`src/rtl/pg_multi_gen.sv`:
```
// Multi-channel pulse/gate generator: per channel a LEVEL gate, a retriggerable
// ONESHOT or a PERIODIC pulse train, all under start/stop control with registered outputs.
module pg_multi_gen #(
    parameter int unsigned CH    = 4,
    parameter int unsigned CNT_W = 8
) (
    input  logic                  clk,
    input  logic                  rst,
    input  logic [CH-1:0]         start,
    input  logic [CH-1:0]         stop,
    input  logic [2*CH-1:0]       mode,
    input  logic [CNT_W*CH-1:0]   hi_len,
    input  logic [CNT_W*CH-1:0]   lo_len,
    output logic [CH-1:0]         out,
    output logic [CH-1:0]         busy,
    output logic [CH-1:0]         done
);

    localparam logic [1:0] S_IDLE = 2'd0;
    localparam logic [1:0] S_HIGH = 2'd1;
    localparam logic [1:0] S_LOW  = 2'd2;

    localparam logic [1:0] M_LEVEL    = 2'b00;
    localparam logic [1:0] M_ONESHOT  = 2'b01;
    localparam logic [1:0] M_PERIODIC = 2'b10;
    localparam logic [1:0] M_RSVD     = 2'b11;

    logic [CH-1:0][1:0]       state_q, state_d;
    logic [CH-1:0][CNT_W-1:0] cnt_q, cnt_d;
    logic [CH-1:0][1:0]       mode_q, mode_d;
    logic [CH-1:0][CNT_W-1:0] hi_q, hi_d;
    logic [CH-1:0][CNT_W-1:0] lo_q, lo_d;
    logic [CH-1:0]            out_q, out_d;
    logic [CH-1:0]            busy_q, busy_d;
    logic [CH-1:0]            done_q, done_d;

    // Counter load value for a phase of len cycles; a zero length behaves as one cycle.
    function automatic logic [CNT_W-1:0] reload(input logic [CNT_W-1:0] len);
        return (len == '0) ? '0 : len - CNT_W'(1);
    endfunction

    // Next-state and output logic for all channels.
    always_comb begin
        state_d = state_q;
        cnt_d   = cnt_q;
        mode_d  = mode_q;
        hi_d    = hi_q;
        lo_d    = lo_q;
        done_d  = '0;
        out_d   = '0;
        busy_d  = '0;

        for (int i = 0; i < int'(CH); i++) begin
            case (state_q[i])
                S_IDLE: begin
                    if (start[i] && !stop[i]) begin
                        state_d[i] = S_HIGH;
                        cnt_d[i]   = reload(hi_len[CNT_W*i +: CNT_W]);
                        hi_d[i]    = hi_len[CNT_W*i +: CNT_W];
                        lo_d[i]    = lo_len[CNT_W*i +: CNT_W];
                        mode_d[i]  = (mode[2*i +: 2] == M_RSVD) ? M_LEVEL : mode[2*i +: 2];
                    end
                end
                S_HIGH: begin
                    if (stop[i]) begin
                        state_d[i] = S_IDLE;
                        cnt_d[i]   = '0;
                    end else if (mode_q[i] == M_ONESHOT) begin
                        // Retrigger takes precedence over natural expiry.
                        if (start[i]) begin
                            cnt_d[i] = reload(hi_q[i]);
                        end else if (cnt_q[i] == '0) begin
                            state_d[i] = S_IDLE;
                            done_d[i]  = 1'b1;
                        end else begin
                            cnt_d[i] = cnt_q[i] - CNT_W'(1);
                        end
                    end else if (mode_q[i] == M_PERIODIC) begin
                        if (cnt_q[i] == '0) begin
                            state_d[i] = S_LOW;
                            cnt_d[i]   = reload(lo_q[i]);
                        end else begin
                            cnt_d[i] = cnt_q[i] - CNT_W'(1);
                        end
                    end
                end
                S_LOW: begin
                    if (stop[i]) begin
                        state_d[i] = S_IDLE;
                        cnt_d[i]   = '0;
                    end else if (cnt_q[i] == '0) begin
                        state_d[i] = S_HIGH;
                        cnt_d[i]   = reload(hi_q[i]);
                    end else begin
                        cnt_d[i] = cnt_q[i] - CNT_W'(1);
                    end
                end
                default: begin
                    state_d[i] = S_IDLE;
                    cnt_d[i]   = '0;
                end
            endcase

            out_d[i]  = (state_d[i] == S_HIGH);
            busy_d[i] = (state_d[i] != S_IDLE);
        end
    end

    always_ff @(posedge clk or negedge rst) begin
        if (!rst) begin
            state_q <= '0;
            cnt_q   <= '0;
            mode_q  <= '0;
            hi_q    <= '0;
            lo_q    <= '0;
            out_q   <= '0;
            busy_q  <= '0;
            done_q  <= '0;
        end else begin
            state_q <= state_d;
            cnt_q   <= cnt_d;
            mode_q  <= mode_d;
            hi_q    <= hi_d;
            lo_q    <= lo_d;
            out_q   <= out_d;
            busy_q  <= busy_d;
            done_q  <= done_d;
        end
    end

    assign out  = out_q;
    assign busy = busy_q;
    assign done = done_q;

endmodule

```
`config.mk`:
```
export PLATFORM = sky130hd
export DESIGN_NAME = pg_multi_gen
export DESIGN_NICKNAME = d
export VERILOG_FILES = /design/src/rtl/pg_multi_gen.sv
export SDC_FILE = /design/constraint.sdc
export NUM_CORES = 1
export LEC_CHECK = 0
export CORE_MARGIN = 4
export CORE_UTILIZATION = 58
export DETAILED_ROUTE_END_ITERATION = 8
export HOLD_SLACK_MARGIN = 0.1
export PLACE_DENSITY = 0.9
export SYNTH_ARGS = -nofsm -noshare
export SYNTH_HDL_FRONTEND = slang
export SYNTH_SLANG_ARGS = --single-unit
```
`constraint.sdc`:
```
create_clock -name clk -period 3.5 [get_ports clk]
set_clock_uncertainty 0.1 [all_clocks]
set_input_delay 0.35 -clock clk [delete_from_list [all_inputs] [get_ports clk]]
set_output_delay 0.35 -clock clk [all_outputs]
set_load 0.02 [all_outputs]
```
; ---- Yosys cells after proc, flatten, opt, wreduce, memory -nomap -nowiden
; Index checks and enable logic that the tools add are counted.
[totals]
regBits = 124
[classes]
n_reduce_logical = 40
eq_ne = 36
add_sub_neg = 16
mux = 116
[op_table]
columns = operator, n
row1 = $mux 8, 48
row2 = $logic_not 8->1, 16
row3 = $sub 8x1->8 const B, 16
row4 = $pmux 8 s3, 4
row5 = $mux 2, 40
row6 = $eq 2x1->1 const B, 12
row7 = $eq 2x2->1 const B, 12
row8 = $pmux 2 s3, 4
row9 = $mux 1, 20
row10 = $ne 5x5->1 const B, 4
row11 = $ne 4x4->1 const B, 4
row12 = $reduce_and 3->1, 4
row13 = $logic_not 2->1, 4
row14 = $ne 2x2->1 const B, 4
row15 = $reduce_and 2->1, 4
row16 = $reduce_bool 2->1, 4
row17 = $logic_and 1x1->1, 4
row18 = $logic_not 1->1, 4

; ---- Longest topological paths before layout
[logic_depth]
word_depth = 7
ltp_mapped = 10

; ---- Least setup slack after synthesis
; No wires, ideal clock.
[synth_timing]
path_kind = register -> register
startpoint = register cnt_q[2] (netlist name)
endpoint = register cnt_q[7] (netlist name)
period_less_slack_ns = 2.440
stages_incl_launch_ff = 8
path_buffers = 1
setup_slack_ns = 1.060
arrival_ns = 2.274
t_required_ns = 3.335
path_cell_list = dfrtp_1 -> or4_1 -> buf_2 -> or4_4 -> o311ai_1 -> a21oi_1 -> a2111oi_2 -> o21ba_1
[synth_via]
elab_chain_len = 6
elab_cells_between_ends = 13
classes_between = add/sub: 1 / eq/ne: 1 / mux: 9 / reduce/logical: 2
[synth_rtl]
columns = element, line_no
row1 = start: declaration, 29  ; logic [CH-1:0][CNT_W-1:0] cnt_q, cnt_d;
row2 = start signal: assignment, 121  ; cnt_q <= cnt_d;
row3 = $sub 8x1->8 or $logic_not 8->1 (tied branches), -
row4 = "$mux 8, on equally long branches", "79, 72"
row5 = "$mux 8, on equally long branches", "78, 70"
row6 = $mux 8, 68  ; end else if (mode_q[i] == M_ONESHOT) begin
row7 = $mux 8, 65  ; if (stop[i]) begin
row8 = $pmux 8 s3, 54  ; case (state_q[i])
; Parallel ways exist; a longest one is shown, timed or not. The select of a mux whose other input is x is not followed.
; A chain may end at the register's enable or synchronous reset.

; ---- Worst setup path after layout
[layout_timing]
startpoint = register cnt_q[2] (netlist name)
endpoint = register cnt_q[0] (netlist name)
[layout_via]
elab_chain_len = 6
elab_cells_between_ends = 10
classes_between = eq/ne: 1 / mux: 7 / reduce/logical: 2
[layout_rtl]
columns = element, line_no
row1 = $logic_not 8->1 *, "72, 79, 91"
row2 = $mux 8, 79  ; if (cnt_q[i] == '0) begin
row3 = $mux 8, 78  ; end else if (mode_q[i] == M_PERIODIC) begin
row4 = $mux 8, 68
row5 = $mux 8, 65
row6 = $pmux 8 s3, 54
; Every way passes the cells marked *; elsewhere a longest branch is shown, timed or not. The select of a mux whose other input is x is not followed.

==> impl_metrics.yaml <==
critical_path:
  regToRegEndpoint: "cnt_q[0]"
  critical-path-max-stage-delay_ns: 0.67
  crit_end: "cnt_q[0]"
  worstPathBufferInverterCount: 0
  cp-startpoint: "cnt_q[2]"
  rrSetupSlack_ns: 0.52
  timing.critical_path.slowest_stage_cell: "sky130_fd_sc_hd__or4_1"
  family_with_the_most_delay_on_the_worst_path: "simple AND/OR/NAND/NOR gates"
  cp-end-kind: "register"
  timing.setup.critical_path_class: "register to register"
  cp_cell_sequence: "or4_1, nor4b_4, a31oi_1, o21ai_0, a31oi_1"
  worst-endpoint-required_ns: 3.64
  worst_r2r_start: "cnt_q[2]"
  cp_launch_type: "register"
  critPathMostFrequentCell: "sky130_fd_sc_hd__a31oi_1"
  worstRegToRegCells: 5
  critical_path_depth: 5
  arrival_ns: 3.12
  crit_path_max_fanout: 15
synthesis:
  syn-num-nets: 1187
  synth.ff_latch_count: 124
  synth.largest_area_cell: "sky130_fd_sc_hd__dfrtp_1"
  synth-edff-count: 0
  avgSynthCellArea_um2: 8.49
  share_of_async_settable_or_async_resettable_flops_after_synthesis_pct: 100
  post_synth_instance_area_mm2: 0.00911
  count_of_warnings_emitted_by_yosys: 0
  synth-seq-area-share_pct: 34.1
  yosys.cell_count.top_type: "sky130_fd_sc_hd__nor2_1"
  synthCells: 1073
  synth.top_cells.by_area: "sky130_fd_sc_hd__dfrtp_1 34%, sky130_fd_sc_hd__mux2_2 6.8%, sky130_fd_sc_hd__nor2_1 5.2%"
  yosysTopAreaCellShare_pct: 34.1
  ys_top_cells_by_count: "126 x sky130_fd_sc_hd__nor2_1, 124 x sky130_fd_sc_hd__dfrtp_1, 93 x sky130_fd_sc_hd__nand2_1"
  synth.lib_cells_used.distinct: 71
  synth_flop_cell: "sky130_fd_sc_hd__dfrtp_1"
global_routing:
  first_global_vias: 8261
  grt_max_degree: 86
  globalRoute.totalOverflow: 0
  grt_first_pass_wirelength_um: 40500
  grt_use_total_pct: 27.8
  antenna_found_initial: 0
clock_network:
  clk_pin_slew_worst_paths_ns: 0.06
  clk_path_buf_depth: 2
  depth_of_the_cts_h_tree: 4
  clk-insertion-delay-late_ns: 0.43
  cts.sink_count: 124
  cts_tree: "built"
  tritoncts.num_buffers: 17
  cts.root.buffer_cell: "sky130_fd_sc_hd__clkbuf_16"
  post_cts.repair.setup_buffers: 0
sta:
  max_clock_freq_mhz: 336
  max-slew-margin-rel_pct: 21.1
  final_min_period_over_clock_period_pct: 85.2
  setup_repair_after_global_routing_missed_its_margin: "false"
  pins_over_slew_limit: 0
  fin_setup_tns_ns: 0
  setup_viol: 0
  hold_viol: 0
  final_period_minus_worst_setup_slack_ns: 2.98
  slew_at_the_pin_closest_to_its_max_slew_limit_ns: 1.18
  fin_worst_hold_slack_ns: 0.343
min_path:
  path_category_of_the_worst_min_delay_check: "input port to async pin"
placement:
  post-place-cells: 1350
  place.gp.congestion: 0.954
  postPlaceCellArea_mm2: 0.0103
  half_perimeter_wire_length_of_the_detailed_placement_result_um: 18400
  count_of_port_buffers_added_during_placement: 93
power:
  pwr_density_cell_mw_per_mm2: 550
  cellLeakagePower_nw: 4.28
  max-vdd-ir-drop_mv: 0.424
routing:
  ant_nets: 0
  detailedRoute.firstPassIterationCount: 6
  drc_marker_count_from_the_first_detailed_route_iteration: 1084
  vias_per_cell: 6.29
  average_detailed_routed_wire_length_per_instance_um: 17.9
  count_of_vias_placed_by_the_detailed_router: 8696
  drt_wl_total_um: 24700
  drc: 0
final_layout:
  area_delta_synth_final_pct: 19.3
  drive_gt1_share_pct: 10.8
  layout.nets: 1273
  antennaDiodeCount: 0
  layoutNonFillerInstCount: 1383
  finalCoreUtilization_pct: 71.0
  stdcell_area_mm2: 0.0109
flow_run:
  max_cap_viol_count: 0
die:
  io_pins: 94
  die_area_mm2: 0.0178
  fp.dieH_um: 133
  start_util_pct: 59.5
  design.core.area_mm2: 0.0153
  total_number_of_placement_rows: 45
  horizontal_die_dimension_um: 133
run_status:
  run_status: "completed"
[cells by family after synthesis]
logic type | share of synthesized area (%)
multiplexers | 9.22
AO/OA/AOI/OAI | 18.8
flip-flops | 34.1
adder cells (fa/ha/maj) | 4.40
XOR/XNOR | 5.87
buffers and inverters | 4.26
AND/OR/NAND/NOR | 23.4
[sequential cells by signal (all words and copies together) (netlist names)]
register,flops
done,4
out,4
mode_q,8
cnt_q,32
state_q,8
busy,4
lo_q,32
hi_q,32
[metrics by stage]
stage	worst slack [ns]	total power, mW
after floorplan	1.06	3.52
after global placement	0.598	4.08
after detailed placement	0.520	4.16
after CTS	0.540	5.96
after global routing	0.280	6.33
final	0.520	5.98
[layer usage]
| metal | up-vias | track usage, % | routed length, um |
|---|---|---|---|
| met1 | 4129 | 37.2 | 10600 |
| met3 | 64 | 5.85 | 1820 |
| met4 | 0 | 8.97 | 600 |
| met2 | 401 | 45.2 | 11700 |
| met5 | - | 0 | 0 |
| li1 | 4102 | - | - |
[worst min-delay path by stage]
stage / startpoint / end / slack (ns)
2_1_floorplan: rst / busy[0] / -0.05
3_3_place_gp: rst / hi_q[2] / 0.24
3_5_place_dp: rst / hi_q[2] / 0.25
4_1_cts: rst / hi_q[2] / 0.34
5_1_grt: rst / hi_q[2] / 0.39
6_report: rst / hi_q[2] / 0.34
[layout make-up]
class                           count  area (um^2)
Tap cell                          211          264
Timing Repair Buffer              110         1070
Inverter                           57          214
Fill cell                        1195         4450
Sequential cell                   124         3100
Clock inverter                     15          163
Multi-Input combinational cell    849         5630
Clock buffer                       17          425
[layout by cell type (no fill, tap or decap), types with 14 or more instances in the layout]
cell and n:
sky130_fd_sc_hd__xor2_1 23, sky130_fd_sc_hd__a21oi_1 40, sky130_fd_sc_hd__o211ai_1 14, sky130_fd_sc_hd__clkdlybuf4s50_1 92
sky130_fd_sc_hd__nand2_1 93, sky130_fd_sc_hd__nor4_1 17, sky130_fd_sc_hd__inv_1 57, sky130_fd_sc_hd__xnor2_1 38
sky130_fd_sc_hd__dfrtp_1 124, sky130_fd_sc_hd__nor3b_1 20, sky130_fd_sc_hd__a31oi_1 16, sky130_fd_sc_hd__buf_4 16
sky130_fd_sc_hd__o21ai_0 73, sky130_fd_sc_hd__nand3_1 27, sky130_fd_sc_hd__clkbuf_16 17, sky130_fd_sc_hd__mux2i_1 22
sky130_fd_sc_hd__ha_1 32, sky130_fd_sc_hd__o22ai_1 17, sky130_fd_sc_hd__mux2_2 55, sky130_fd_sc_hd__nor2_1 126
sky130_fd_sc_hd__nor3_1 47
[timing repair]
action / 4_1_cts / 5_1_grt
resized for setup: 0 / 0
setup endpoints to repair: 0 / 0
hold buffers: 1 / 0
hold endpoints to repair: 39 / 0
[power breakdown]
part / switching (mW) / internal (mW)
sequential: 0.410 / 1.74
clock: 0.719 / 1.06
combinational: 1.13 / 0.930
total: 2.26 / 3.73
Note: power is estimated with default switching activity, not from simulation.
==> patch (config.mk and constraints unchanged) <==
Change the parameter `CNT_W` from 8 to 10.
--- a/src/rtl/pg_multi_gen.sv
+++ b/src/rtl/pg_multi_gen.sv
@@ -2,7 +2,7 @@
 // ONESHOT or a PERIODIC pulse train, all under start/stop control with registered outputs.
 module pg_multi_gen #(
     parameter int unsigned CH    = 4,
-    parameter int unsigned CNT_W = 8
+    parameter int unsigned CNT_W = 10
 ) (
     input  logic                  clk,
     input  logic                  rst,
Interface: changed (resized hi_len and lo_len); port bits go from 94 to 110. No check against the original RTL was run, so the function may have changed too.
==> patch against the original RTL <==
Utilization is 1.4 points lower; fmax fell by 4.5%; sequential cell count grew 24; non-clock buffer count rose by 31; design area up 20%; final cell count is 19% higher; area after synthesis increased by 22%; worst setup slack got worse by 0.14 ns; total power up 25%; wire length is 29% higher; highest routed layer unchanged.
==> patch: results (changes against the original RTL) <==
Routed via count -> 10838 (was 8696)
Signal arrival time at the worst endpoint -> 3.34 ns (was 3.12 ns)
Metal1 wirelength -> 13400 um (was 10600 um)
Area post-placement -> 12500 um^2 (was 10300 um^2)
Sequential group share of total power -> 36.0% (was 35.9%)
Synth unique cells -> 80 (was 71)
Clock-pin slew on the worst setup and hold paths -> 0.06 ns (about the same)
Commonest cells post-synth -> sky130_fd_sc_hd__dfrtp_1, sky130_fd_sc_hd__nor2_1, sky130_fd_sc_hd__nand2_1 (was sky130_fd_sc_hd__nor2_1, sky130_fd_sc_hd__dfrtp_1, sky130_fd_sc_hd__nand2_1)
Setup slack at placement -> 0.420 ns (was 0.520 ns)
Reg2Reg Depth -> 9 (was 5)
First-pass GRT wire length -> 51900 um (was 40500 um)
Leakage dissipation -> 5.18 nW (was 4.28 nW)
Critical path's slowest cell -> sky130_fd_sc_hd__or4_1 (unchanged)
Peak fanout along the critical path -> 8 (was 15)
Power spent charging and discharging nets -> 3.05 mW (was 2.26 mW)
Sequential fraction of the synthesis area -> 33.5% (was 34.1%)
Quantity of I/O buffers inserted on ports -> 109 (was 93)
Cell internal power dissipation -> 4.45 mW (was 3.73 mW)
Buffer depth of the longest clock path -> 2 (unchanged)
Share of power burned in the clock network -> 23.7% (was 29.7%)
Period minus WS final -> 3.12 ns (was 2.98 ns)
Result of the run -> complete, no violations (unchanged)
Number of nets at the end of the flow -> 1515 (was 1273)
DPL Wire Length -> 23900 um (was 18400 um)
Number of nets produced by synthesis -> 1410 (was 1187)
Relative slew slack -> 46.0% (was 21.1%)
Final routed wire length divided by cell count -> 19.4 um (was 17.9 um)
Global-route met2 utilization -> 47.5% (was 45.2%)
Worst-case vdd ir drop -> 0.533 mV (was 0.424 mV)
Global-route usage over all layers -> 29.4% (was 27.8%)
Origin of the worst setup path -> cnt_q[30] (was cnt_q[2])
Total length of routed met2 wires -> 14900 um (was 11700 um)
Largest cells by area after synthesis -> sky130_fd_sc_hd__dfrtp_1, sky130_fd_sc_hd__mux2_2, sky130_fd_sc_hd__o21ai_0 (was sky130_fd_sc_hd__dfrtp_1, sky130_fd_sc_hd__mux2_2, sky130_fd_sc_hd__nor2_1)
Slack of the worst reg-to-reg path -> 0.38 ns (was 0.52 ns)
Share of final-layout standard cells stronger than drive strength 1 -> 12.3% (was 10.8%)
Met3 routed wirelength -> 2770 um (was 1820 um)
DRC violation total after the first TritonRoute iteration -> 1276 (was 1084)
Met1 capacity usage during global routing -> 38.8% (was 37.2%)
Critical path capture point -> cnt_q[34] (was cnt_q[0])
Largest stage delay on the critical path -> 0.62 ns (was 0.67 ns)
Buffers inserted during post-CTS setup optimization -> 0 (unchanged)
Worst hold margin -> 0.358 ns (was 0.343 ns)
Met3 track demand over resource in global routing -> 6.30% (was 5.85%)
Registers with the highest flip-flop counts -> cnt_q: 40 flops, hi_q: 40 flops, lo_q: 40 flops (was cnt_q: 32 flops, hi_q: 32 flops, lo_q: 32 flops)
Weighted congestion at the end of routability-driven global placement -> 1.01 (was 0.954)
Vias in the first global route -> 10283 (was 8261)
patch: cell type report:
class / count / area [um^2]
Fill cell: 1456 / 5710
Clock inverter: 13 / 123
Sequential cell: 148 / 3700
Tap cell: 234 / 293
Timing Repair Buffer: 141 / 1350
Clock buffer: 19 / 433
Multi-Input combinational cell: 1030 / 6940
Inverter: 59 / 221
patch: per-stage QoR:
step	instances	utilization [%]
after floorplan	1292	-
after global placement	1611	66.6
after detailed placement	1611	66.6
after CTS	1644	69.6
after global routing	1644	69.6
final	1644	69.6
patch: cells by family (layout without fill, tap and decap cells):
group	Yosys count	count (layout)	synth area share [%]
AOI/OAI and AO/OA	336	336	21.4
xor gates and xnor gates	73	73	5.77
adders and majority gates	20	20	2.26
buffers and inverters	114	232	3.96
DFF	148	148	33.5
muxes	99	99	9.74
and+or+nand+nor	502	502	23.4
